==> src/rtl/matrix_result_streamer.sv <==
`default_nettype none
// ============================================================================
//  Module      : matrix_result_streamer
//  Description : Drain stage behind the systolic multiplier. Captures the
//                flattened M x P result matrix on the one-cycle done pulse
//                and streams it out one element per valid/ready transfer.
//                Row-major by default; define RESULT_STREAM_COL_MAJOR_EN to
//                stream column-major instead.
//  Revision    : 1.0 - initial release
// ============================================================================
module matrix_result_streamer #(
    parameter int DATA_WIDTH = 8,
    parameter int M          = 8,
    parameter int P          = 8,
    localparam int ROW_W     = (M > 1) ? $clog2(M) : 1,
    localparam int COL_W     = (P > 1) ? $clog2(P) : 1
) (
    input  logic                        clk,
    input  logic                        rst_n,
    input  logic                        done_in,
    input  logic [M*P*DATA_WIDTH-1:0]   result_in,
    output logic                        out_valid,
    input  logic                        out_ready,
    output logic [DATA_WIDTH-1:0]       out_data,
    output logic [ROW_W-1:0]            out_row,
    output logic [COL_W-1:0]            out_col,
    output logic                        out_last,
    output logic                        busy,
    output logic                        overrun,
    input  logic                        clr_overrun
);

    typedef enum logic [0:0] {
        ST_IDLE   = 1'b0,
        ST_STREAM = 1'b1
    } state_t;

    localparam logic [ROW_W-1:0] c_row_last = ROW_W'(M - 1);
    localparam logic [COL_W-1:0] c_col_last = COL_W'(P - 1);

    state_t                  state_q, state_d;
    logic [ROW_W-1:0]        row_q, row_d;
    logic [COL_W-1:0]        col_q, col_d;
    logic                    overrun_q, overrun_d;
    logic [DATA_WIDTH-1:0]   buf_q  [M][P];
    logic [DATA_WIDTH-1:0]   w_elem [M][P];

    logic w_stream;
    logic w_last;
    logic w_xfer;
    logic w_capture;
    logic w_overrun_event;

    // Unpack the flat result bus into a row/column addressed view.
    genvar gr, gc;
    generate
        for (gr = 0; gr < M; gr++) begin : g_row
            for (gc = 0; gc < P; gc++) begin : g_col
                assign w_elem[gr][gc] = result_in[(gr*P+gc)*DATA_WIDTH +: DATA_WIDTH];
            end
        end
    endgenerate

    assign w_stream = (state_q == ST_STREAM);
    // The final element is (M-1,P-1) in either traversal order.
    assign w_last   = w_stream && (row_q == c_row_last) && (col_q == c_col_last);
    assign w_xfer   = w_stream && out_ready;
    // A done pulse is taken when idle, or when it lands on the final transfer
    // so back-to-back matrices stream without a bubble.
    assign w_capture       = done_in && (!w_stream || (w_xfer && w_last));
    assign w_overrun_event = done_in && w_stream && !(w_xfer && w_last);

    // Next-state, index counter and sticky overrun logic.
    always_comb begin
        state_d   = state_q;
        row_d     = row_q;
        col_d     = col_q;
        overrun_d = overrun_q;

        if (w_capture) begin
            state_d = ST_STREAM;
            row_d   = '0;
            col_d   = '0;
        end else if (w_xfer) begin
            if (w_last) begin
                state_d = ST_IDLE;
                row_d   = '0;
                col_d   = '0;
            end else begin
`ifdef RESULT_STREAM_COL_MAJOR_EN
                // Column-major: row is the inner wrap counter.
                if (row_q == c_row_last) begin
                    row_d = '0;
                    col_d = col_q + COL_W'(1);
                end else begin
                    row_d = row_q + ROW_W'(1);
                end
`else
                // Row-major: column is the inner wrap counter.
                if (col_q == c_col_last) begin
                    col_d = '0;
                    row_d = row_q + ROW_W'(1);
                end else begin
                    col_d = col_q + COL_W'(1);
                end
`endif
            end
        end

        // A new overrun event takes priority over a clear in the same cycle.
        if (w_overrun_event) begin
            overrun_d = 1'b1;
        end else if (clr_overrun) begin
            overrun_d = 1'b0;
        end
    end

    // Control state register.
    always_ff @(posedge clk or negedge rst_n) begin
        if (!rst_n) begin
            state_q   <= ST_IDLE;
            row_q     <= '0;
            col_q     <= '0;
            overrun_q <= 1'b0;
        end else begin
            state_q   <= state_d;
            row_q     <= row_d;
            col_q     <= col_d;
            overrun_q <= overrun_d;
        end
    end

    // Capture buffer: loaded only when a done pulse is accepted.
    always_ff @(posedge clk or negedge rst_n) begin
        if (!rst_n) begin
            for (int r = 0; r < M; r++) begin
                for (int c = 0; c < P; c++) begin
                    buf_q[r][c] <= '0;
                end
            end
        end else if (w_capture) begin
            buf_q <= w_elem;
        end
    end

    assign out_valid = w_stream;
    assign busy      = w_stream;
    assign out_last  = w_last;
    assign out_row   = row_q;
    assign out_col   = col_q;
    assign out_data  = w_stream ? buf_q[row_q][col_q] : '0;
    assign overrun   = overrun_q;

endmodule
`default_nettype wire
==> config.mk <==
export PLATFORM = sky130hd
export DESIGN_NAME = matrix_result_streamer
export DESIGN_NICKNAME = d
export VERILOG_FILES = /design/src/rtl/matrix_result_streamer.sv
export SDC_FILE = /design/constraint.sdc
export NUM_CORES = 1
export LEC_CHECK = 0
export CAP_MARGIN = 0
export CORE_MARGIN = 2
export CORE_UTILIZATION = 42
export CTS_CLUSTER_SIZE = 10
export DETAILED_ROUTE_END_ITERATION = 6
export PLACE_DENSITY_LB_ADDON = 0.3
export SYNTH_ARGS = -nofsm -noshare
export SYNTH_HDL_FRONTEND = slang
export SYNTH_SLANG_ARGS = --single-unit
==> constraint.sdc <==
create_clock -name clk -period 5.9 [get_ports clk]
set_input_delay 1.18 -clock clk [delete_from_list [all_inputs] [get_ports clk]]
set_output_delay 1.18 -clock clk [all_outputs]
set_load 0.01 [all_outputs]
Yosys cells after proc, flatten, opt, wreduce, memory -nomap -nowiden
Index checks and enable logic that the tools add are counted.
{ "classes": {"n_shift": 0, "reduce_logical": 16, "n_mux": 20, "order_cmp": 2, "bitwise": 2, "n_div": 0, "eq_ne": 2, "addsub": 2, "mul": 0} }
{ "ops": {"columns": ["op", "n"], "rows": [
  ["64-bit binary-select mux with 3-bit select", 1],
  ["64-bit 2-to-1 mux", 2],
  ["8-bit binary-select mux with 3-bit select", 1],
  ["3-bit 2-to-1 mux", 8],
  ["8-bit 2-to-1 mux", 3],
  ["4-bit >= comparator, second input constant", 2],
  ["3-bit inverter with 4-bit output", 2],
  ["1-bit logical AND", 7],
  ["3-bit by 1-bit adder with 3-bit output, second input constant", 2],
  ["3-bit == test, second input constant", 2],
  ["2-bit nonzero test", 3],
  ["1-bit 2-to-1 mux", 5],
  ["2-bit AND reduction", 2],
  ["3-bit nonzero test", 1],
  ["1-bit logical NOT", 2],
  ["1-bit logical OR", 1]
]} }
{ "totals": {"regBits": 520, "mem_count": 0, "elab_cells": 112, "latch_bits": 0, "ram_bits": 0, "rom_bits": 0, "output_inout_bits": 18} }

Longest topological paths before layout
Gate-level depths: netlist of the first run.
{ "logic_depth": {"depth_word": 8, "depth_mapped": 9} }

Least setup slack after synthesis of the first run
Ideal clock, no wire load.
{ "synth_path": {"kind": "register to output", "startpoint": "register row_q[0], in the netlist out_row[0]", "endpoint": "output port out_data[0]", "slack_ns": 2.734, "t_arrival_ns": 1.986, "n_path_buf": 1, "stages_incl_launch_ff": 7, "t_required_ns": 4.720, "cell_sequence": "dfrtp_1 > buf_6 > mux4_1 > mux4_2 > nor2_1 > a2111oi_0 > a41o_1"} }
{ "synth_via": {"elab_chain_len": 8} }
{ "synth_lines": {"columns": ["element", "line_no", "text"], "rows": [
  ["start, declared", "42", "logic [ROW_W-1:0] row_q, row_d;"],
  ["start signal, assigned", "127", "row_q <= row_d;"],
  ["3-bit inverter with 4-bit output (implied by the code)", "151", "assign out_data = w_stream ? buf_q[row_q][col_q] : '0;"],
  ["64-bit binary-select mux with 3-bit select", "151", null],
  ["64-bit 2-to-1 mux (implied by the code) (2 in series)", "151", null],
  ["8-bit binary-select mux with 3-bit select", "151", null],
  ["8-bit 2-to-1 mux (implied by the code) (2 in series)", "151", null],
  ["8-bit 2-to-1 mux", "151", null],
  ["end, declared", "24", "output logic [DATA_WIDTH-1:0] out_data,"]
]} }
Every way passes these cells. The select of a mux whose other input is x is not followed.

Worst setup path in the final report of the first run
{ "layout_path": {"startpoint": "register row_q[2], in the netlist out_row[2]", "endpoint": "output port out_data[0]"} }
The elaborated chain is that of the path after synthesis.

==> results of run 1 <==
-- flip-flops by register name (all words and copies together) (netlist names) --
register	cells
busy	1
out_col	3
out_row	3
buf_q	512
overrun	1
-- synthesized netlist by cell type, types with 6 or more instances --
cell      count
nand3_1       8
mux2_2      512
nand2b_1      7
mux2i_1      32
buf_2        64
dfrtp_1     520
buf_4        15
clkbuf_1     17
a211oi_1      8
o21ai_0       6
nand2_1      20
o22ai_1      27
a22o_1       11
mux4_2      126
-- per-stage QoR --
stage | setup WS [ps] | power [uW] | std cells
6_report | 383 | 10700 | 2714
5_1_grt | 153 | 11200 | 2709
4_1_cts | 99.8 | 10900 | 2707
3_5_place_dp | 794 | 7560 | 2633
3_3_place_gp | 632 | 7500 | 2633
2_1_floorplan | 2730 | 6160 | 1424
-- metal layers --
layer	GRT usage	part of all wire	up-vias
met5	0	0.0015	-
met4	0.0764	0.029	14
met3	0.0587	0.068	119
met2	0.416	0.50	493
met1	0.310	0.40	7694
li1	-	-	6449
-- timing repair --
action,CTS,global route
setup buffers,0,0
endpoints found under the hold margin,0,0
setup endpoints to repair,0,1
gates resized for setup,0,1
-- worst reg2reg max path, stage by stage (launching register included) --
cell,delay [ps]
dfrtp_4,1030
buf_12,390
ha_1,230
ha_1,250
nand3_1,140
nand2_1,110
and2_4,760
buf_4,570
mux2_2,410
-- final timing paths --
kind | slack [ps] | start | endpoint
max | 380 | out_row[2]$_DFFE_PN0P_ | out_data[0]
min | 500 | buf_q[357]$_DFFE_PN0N_ | buf_q[357]$_DFFE_PN0N_
max reg2reg | 1890 | out_row[0]$_DFFE_PN0P_ | buf_q[331]$_DFFE_PN0N_
min reg2reg | 500 | buf_q[357]$_DFFE_PN0N_ | buf_q[357]$_DFFE_PN0N_
max in group asynchronous | 3880 | rst_n | buf_q[268]$_DFFE_PN0N_
min in group asynchronous | 660 | rst_n | buf_q[452]$_DFFE_PN0N_
-- power by group through the flow --
| stage | logic, uW | clock network, uW | registers, uW |
|---|---|---|---|
| 3_5_place_dp | 3080 | 0 | 4480 |
| 5_1_grt | 3250 | 3510 | 4480 |
| 2_1_floorplan | 1960 | 0 | 4210 |
| 3_3_place_gp | 3040 | 0 | 4450 |
| 6_report | 3040 | 3290 | 4410 |
| 4_1_cts | 3100 | 3360 | 4420 |
-- cell families after synthesis --
| kind of cell | count (synthesis) | share of synthesized area |
|---|---|---|
| flops | 520 | 0.556 |
| buf+inv | 105 | 0.0243 |
| mux | 674 | 0.386 |
| fa+ha+maj | 4 | 0.00214 |
| simple gates | 53 | 0.0113 |
| compound gates | 68 | 0.0205 |
-- layout make-up --
type,instances,area share
diodes,7,0.000562
multi-input cells,799,0.315
flip-flops and latches,520,0.418
well taps,748,0.0300
clock inverters,1,0.000963
repair buffers,563,0.184
clock buffers,73,0.0517
inverters,3,0.000361
==> run_results.csv, run 1 <==
group,metric,value,unit
power,pwr-share-clk,0.306,
timing,whs,497,ps
cts,cts_buffers,59,
synth,synth_area_leaders,"dfrtp_1, mux2_2, mux4_2, buf_2, mux2i_1",
global_route,antenna_found_initial,14,
hold_path,hold_depth,1,
global_route,grt_pass1_vias,16100,
cells_and_area,seq_area,13000,um^2
critical_path,max_stage_delay,770,ps
power,power_density,344,nW/um^2
timing,fmax,0.181,GHz
critical_path,worstPathArrival,4340,ps
place,portBuffers,534,
cells_and_area,layout_commonest_cell,"clkdlybuf4s50_1",
routing,vias,14800,
synth,synth_enable_flop_cells,0,
power,swShare,0.289,
cts,cts_tree,"yes",
flow_run,maxCapViolCount,0,
power,p_leak,0.0128,uW
hold_path,min_path_type,"reg -> reg",
cells_and_area,final_cell_area,31200,um^2
routing,wl_per_cell,26.0,um
critical_path,cp_common_cell,"buf_4",
synth,yosysSeqAreaShare,0.556,
cts,hold_buffers,0,
die,die_area,57600,um^2
power,ir_drop,0.000238,V
timing,post-route-min-period,5520,ps
cts,htreeDepth,2,
die,core_area,55100,um^2
synth,synth_area_leader_cell,"dfrtp_1",
cts,worst_skew_pair.late_latency,610,ps
routing,post-route-drc-count,0,
cells_and_area,layout_common_cells,"clkdlybuf4s50_1, dfrtp_1, mux2_2",
place,dp_hpwl,52800,um
critical_path,ff2ff_path_depth,8,
routing,drt_pass1_iterations,6,
routing,ant_nets,0,
timing,slew_violations,0,
timing,setup_viol,0,
critical_path,cp-end-kind,"output port",
critical_path,cp-start-kind,"flop",
synth,netlist_area,23400,um^2
timing,period_share,0.935,
cts,clockBufferDepth,3,
cells_and_area,postLayoutCoreUtil,0.566,
synth,ys_warn_count,0,
critical_path,cp_max_fo,42,
cts,numClockSinks,520,
critical_path,worstPathCellList,"buf_4, mux4_2, nor2b_1, a211oi_1, a2111oi_1, buf_4, a41o_1, clkdlybuf4s50_1",
global_route,grt_max_degree,138,
critical_path,cpMaxStageDelayCell,"dfrtp_4",
synth,synth_top_area_frac,0.556,
synth,async_reset_ff_frac,1.00,
synth,synthCells,1424,
critical_path,path_delay_family,"buffers and inverters",
die,die_x,240,um
timing,final_hold_viol_count,0,
synth,syn_area_per_cell,16.4,um^2
cells_and_area,area_delta_synth_final,33.3,%
timing,rsz0062_at_grt,"no",
cts,cts-root-buf,"clkbuf_16",
cells_and_area,fin_nets,2467,
critical_path,timing.critical_path.buf_inv,3,
synth,ys.flop_type,"dfrtp_1",
timing,slew_headroom,0.375,
cells_and_area,fillers,4386,
critical_path,worstPathRequired,4720,ps
cells_and_area,multi_input_area,9830,um^2
timing,fin_tns_setup,0,ps
timing,worst_pin_slew,938,ps
die,core.rowCount,86,
die,dieHeight,240,um
critical_path,path_depth,8,
critical_path,path_class,"reg -> out",
power,combinationalPowerShare,0.283,
power,p_sw,3100,uW
die,start_util,0.425,
place,gp_congestion,0.854,
global_route,track_usage,0.245,
synth,synth_fp_nets,1945,
cts,clkSlewWorstSetupHoldPaths,50,ps
global_route,overflow,0,
synth,synth.distinct_cells,34,
power,p_int,7640,uW
cells_and_area,drive_gt1_frac,0.378,
synth,ys_ff_latch,520,
timing,fin_skew,20.2,ps
die,ioPinCount,535,
routing,drt_iter0_markers,779,
power,seq_power_share,0.410,
place,placed_area,29500,um^2
routing,avgViaCountPerCell,5.44,
global_route,grt_pass1_wl,102000,um
routing,finalWirelength,70600,um
outcome,status,"completed",
(Power assumes the default switching activity.)
==> inputs of run 2 (changes only) <==
- RECOVER_POWER: not set -> 25
- SKIP_CTS_REPAIR_TIMING: not set -> 1
==> run 2 against run 1 <==
The flow now finishes with violations (max-capacitance violations, max-slew violations); hold slack about the same; sequential share of layout area increased by 0.060 points; first-iteration DRC count increased by 5.4%; fmax decreased by 1.2%; critical path depth unchanged; wire length decreased by 0.19%; cell count about the same; design area decreased by 0.14%; global-route usage unchanged; sequential cell count unchanged; critical path type unchanged; critical endpoint unchanged; largest power group unchanged.
==> run_results.csv, run 2 (same netlist as run 1, synthesis figures left out) <==
group,metric,value,unit
timing,rsz0062_at_grt,"no",
global_route,grt_max_degree,138,
timing,period_share,0.947,
die,core_area,55100,um^2
global_route,grt_pass1_vias,16100,
critical_path,path_class,"reg -> out",
die,dieHeight,240,um
routing,ant_nets,0,
timing,worst_pin_slew,2830,ps
critical_path,reg2reg_slack,1920,ps
power,ir_drop,0.000240,V
cells_and_area,fillers,4392,
cells_and_area,area_delta_synth_final,33.1,%
critical_path,cp-end-kind,"output port",
critical_path,cp_common_cell,"buf_4",
hold_path,min_path_type,"reg -> reg",
global_route,antenna_found_initial,14,
cts,numClockSinks,520,
outcome,violations,"max-capacitance violations, max-slew violations",
cells_and_area,layout_common_cells,"clkdlybuf4s50_1, dfrtp_1, mux2_2",
cells_and_area,layout_commonest_cell,"clkdlybuf4s50_1",
hold_path,worstHoldEndpoint,"buf_q[357]$_DFFE_PN0N_",
global_route,overflow,0,
critical_path,cp_max_fo,42,
timing,fmax,0.179,GHz
timing,slew_headroom,-0.885,
critical_path,timing.rr.end,"buf_q[331]$_DFFE_PN0N_",
power,p_leak,0.0128,uW
global_route,grt_pass1_wl,102000,um
routing,post-route-drc-count,0,
die,start_util,0.425,
cts,cts_tree,"yes",
hold_path,hold_depth,1,
timing,final_hold_viol_count,0,
cells_and_area,top_register,"buf_q",
die,core.rowCount,86,
timing,fin_skew,21.1,ps
cts,htreeDepth,2,
critical_path,cp-start-kind,"flop",
critical_path,max_stage_delay,760,ps
timing,setup_viol,0,
place,place_ws,794,ps
routing,drt_pass1_iterations,5,
critical_path,ff2ff_path_depth,8,
critical_path,worstPathRequired,4720,ps
flow_run,maxCapViolCount,4,
routing,avgViaCountPerCell,5.43,
cells_and_area,fin_nets,2467,
place,gp_congestion,0.854,
routing,wl_per_cell,25.9,um
cts,cts_buffers,59,
cells_and_area,largest_reg_flops,512,
cells_and_area,postLayoutCoreUtil,0.565,
routing,drt_iter0_markers,821,
timing,slew_violations,416,
outcome,status,"complete, but fails checks",
die,ioPinCount,535,
critical_path,regToRegStartpoint,"out_row[0]$_DFFE_PN0P_",
cts,cts-root-buf,"clkbuf_16",
timing,fin_tns_setup,0,ps
critical_path,worstPathArrival,4410,ps
cts,clockBufferDepth,3,
global_route,track_usage,0.245,
hold_path,hp-start,"buf_q[357]$_DFFE_PN0N_",
timing,fin_ws,314,ps
power,power_density,345,nW/um^2
timing,post-route-min-period,5590,ps
timing,whs,497,ps
die,die_x,240,um
routing,finalWirelength,70400,um
routing,vias,14800,
power,p_total,10700,uW
die,die_area,57600,um^2
critical_path,worstPathCellList,"buf_4, mux4_2, nor2b_1, a211oi_1, a2111oi_1, buf_4, a41o_1, clkdlybuf4s50_1",
cts,worst_skew_pair.late_latency,610,ps
cts,clkSlewWorstSetupHoldPaths,50,ps
place,portBuffers,534,
critical_path,cpMaxStageDelayCell,"dfrtp_4",
cells_and_area,drive_gt1_frac,0.377,
place,dp_hpwl,52800,um
[run 2: where the power goes]
part	total, uW	switching, uW	internal [uW]
combinational	3050	1320	1730
clock	3290	1370	1910
sequential	4410	411	4000
[run 2: critical path, delay by kind of cell, from the launching register on]
kind	cells	cell delay (ps)
AOI/OAI and AO/OA	3	950
buffers and inverters	3	1580
DFF	1	760
muxes	1	320
and+or+nand+nor	1	140
[run 2: worst max-delay path by stage]
stage	from	slack (ps)	end	cells after the start
floorplan	out_row[0]$_DFFE_PN0P_	2730	out_data[0]	6
global placement	out_row[2]$_DFFE_PN0P_	630	out_data[0]	8
detailed placement	out_row[2]$_DFFE_PN0P_	790	out_data[0]	8
CTS	out_row[2]$_DFFE_PN0P_	100	out_data[0]	8
global route	out_row[2]$_DFFE_PN0P_	150	out_data[0]	8
finish	out_row[2]$_DFFE_PN0P_	310	out_data[0]	8
[run 2: layout make-up]
cell class                      instances  area, um^2  share of cell area
Sequential cell                       520       13000               0.418
Multi-Input combinational cell        799        9830               0.316
Timing Repair Buffer                  563        5680               0.182
Clock buffer                           73        1610              0.0517
Tap cell                              748         936              0.0301
Clock inverter                          1        30.0            0.000964
Antenna cell                            8        20.0            0.000643
Inverter                                3        11.3            0.000362
[run 2: through the flow]
step	instances	cell area (um^2)
4_1_cts	2707	31200
3_3_place_gp	2633	29500
2_1_floorplan	1424	23400
6_report	2715	31100
5_1_grt	2709	31100
3_5_place_dp	2633	29500
[run 2: metal layers]
metal  vias up  wire length, um  track usage
li1       6445                -            -
met1      7676            28400        0.310
met2       498            35100        0.416
met3       121             4790       0.0587
met4        14             2020       0.0764
met5         -              102            0
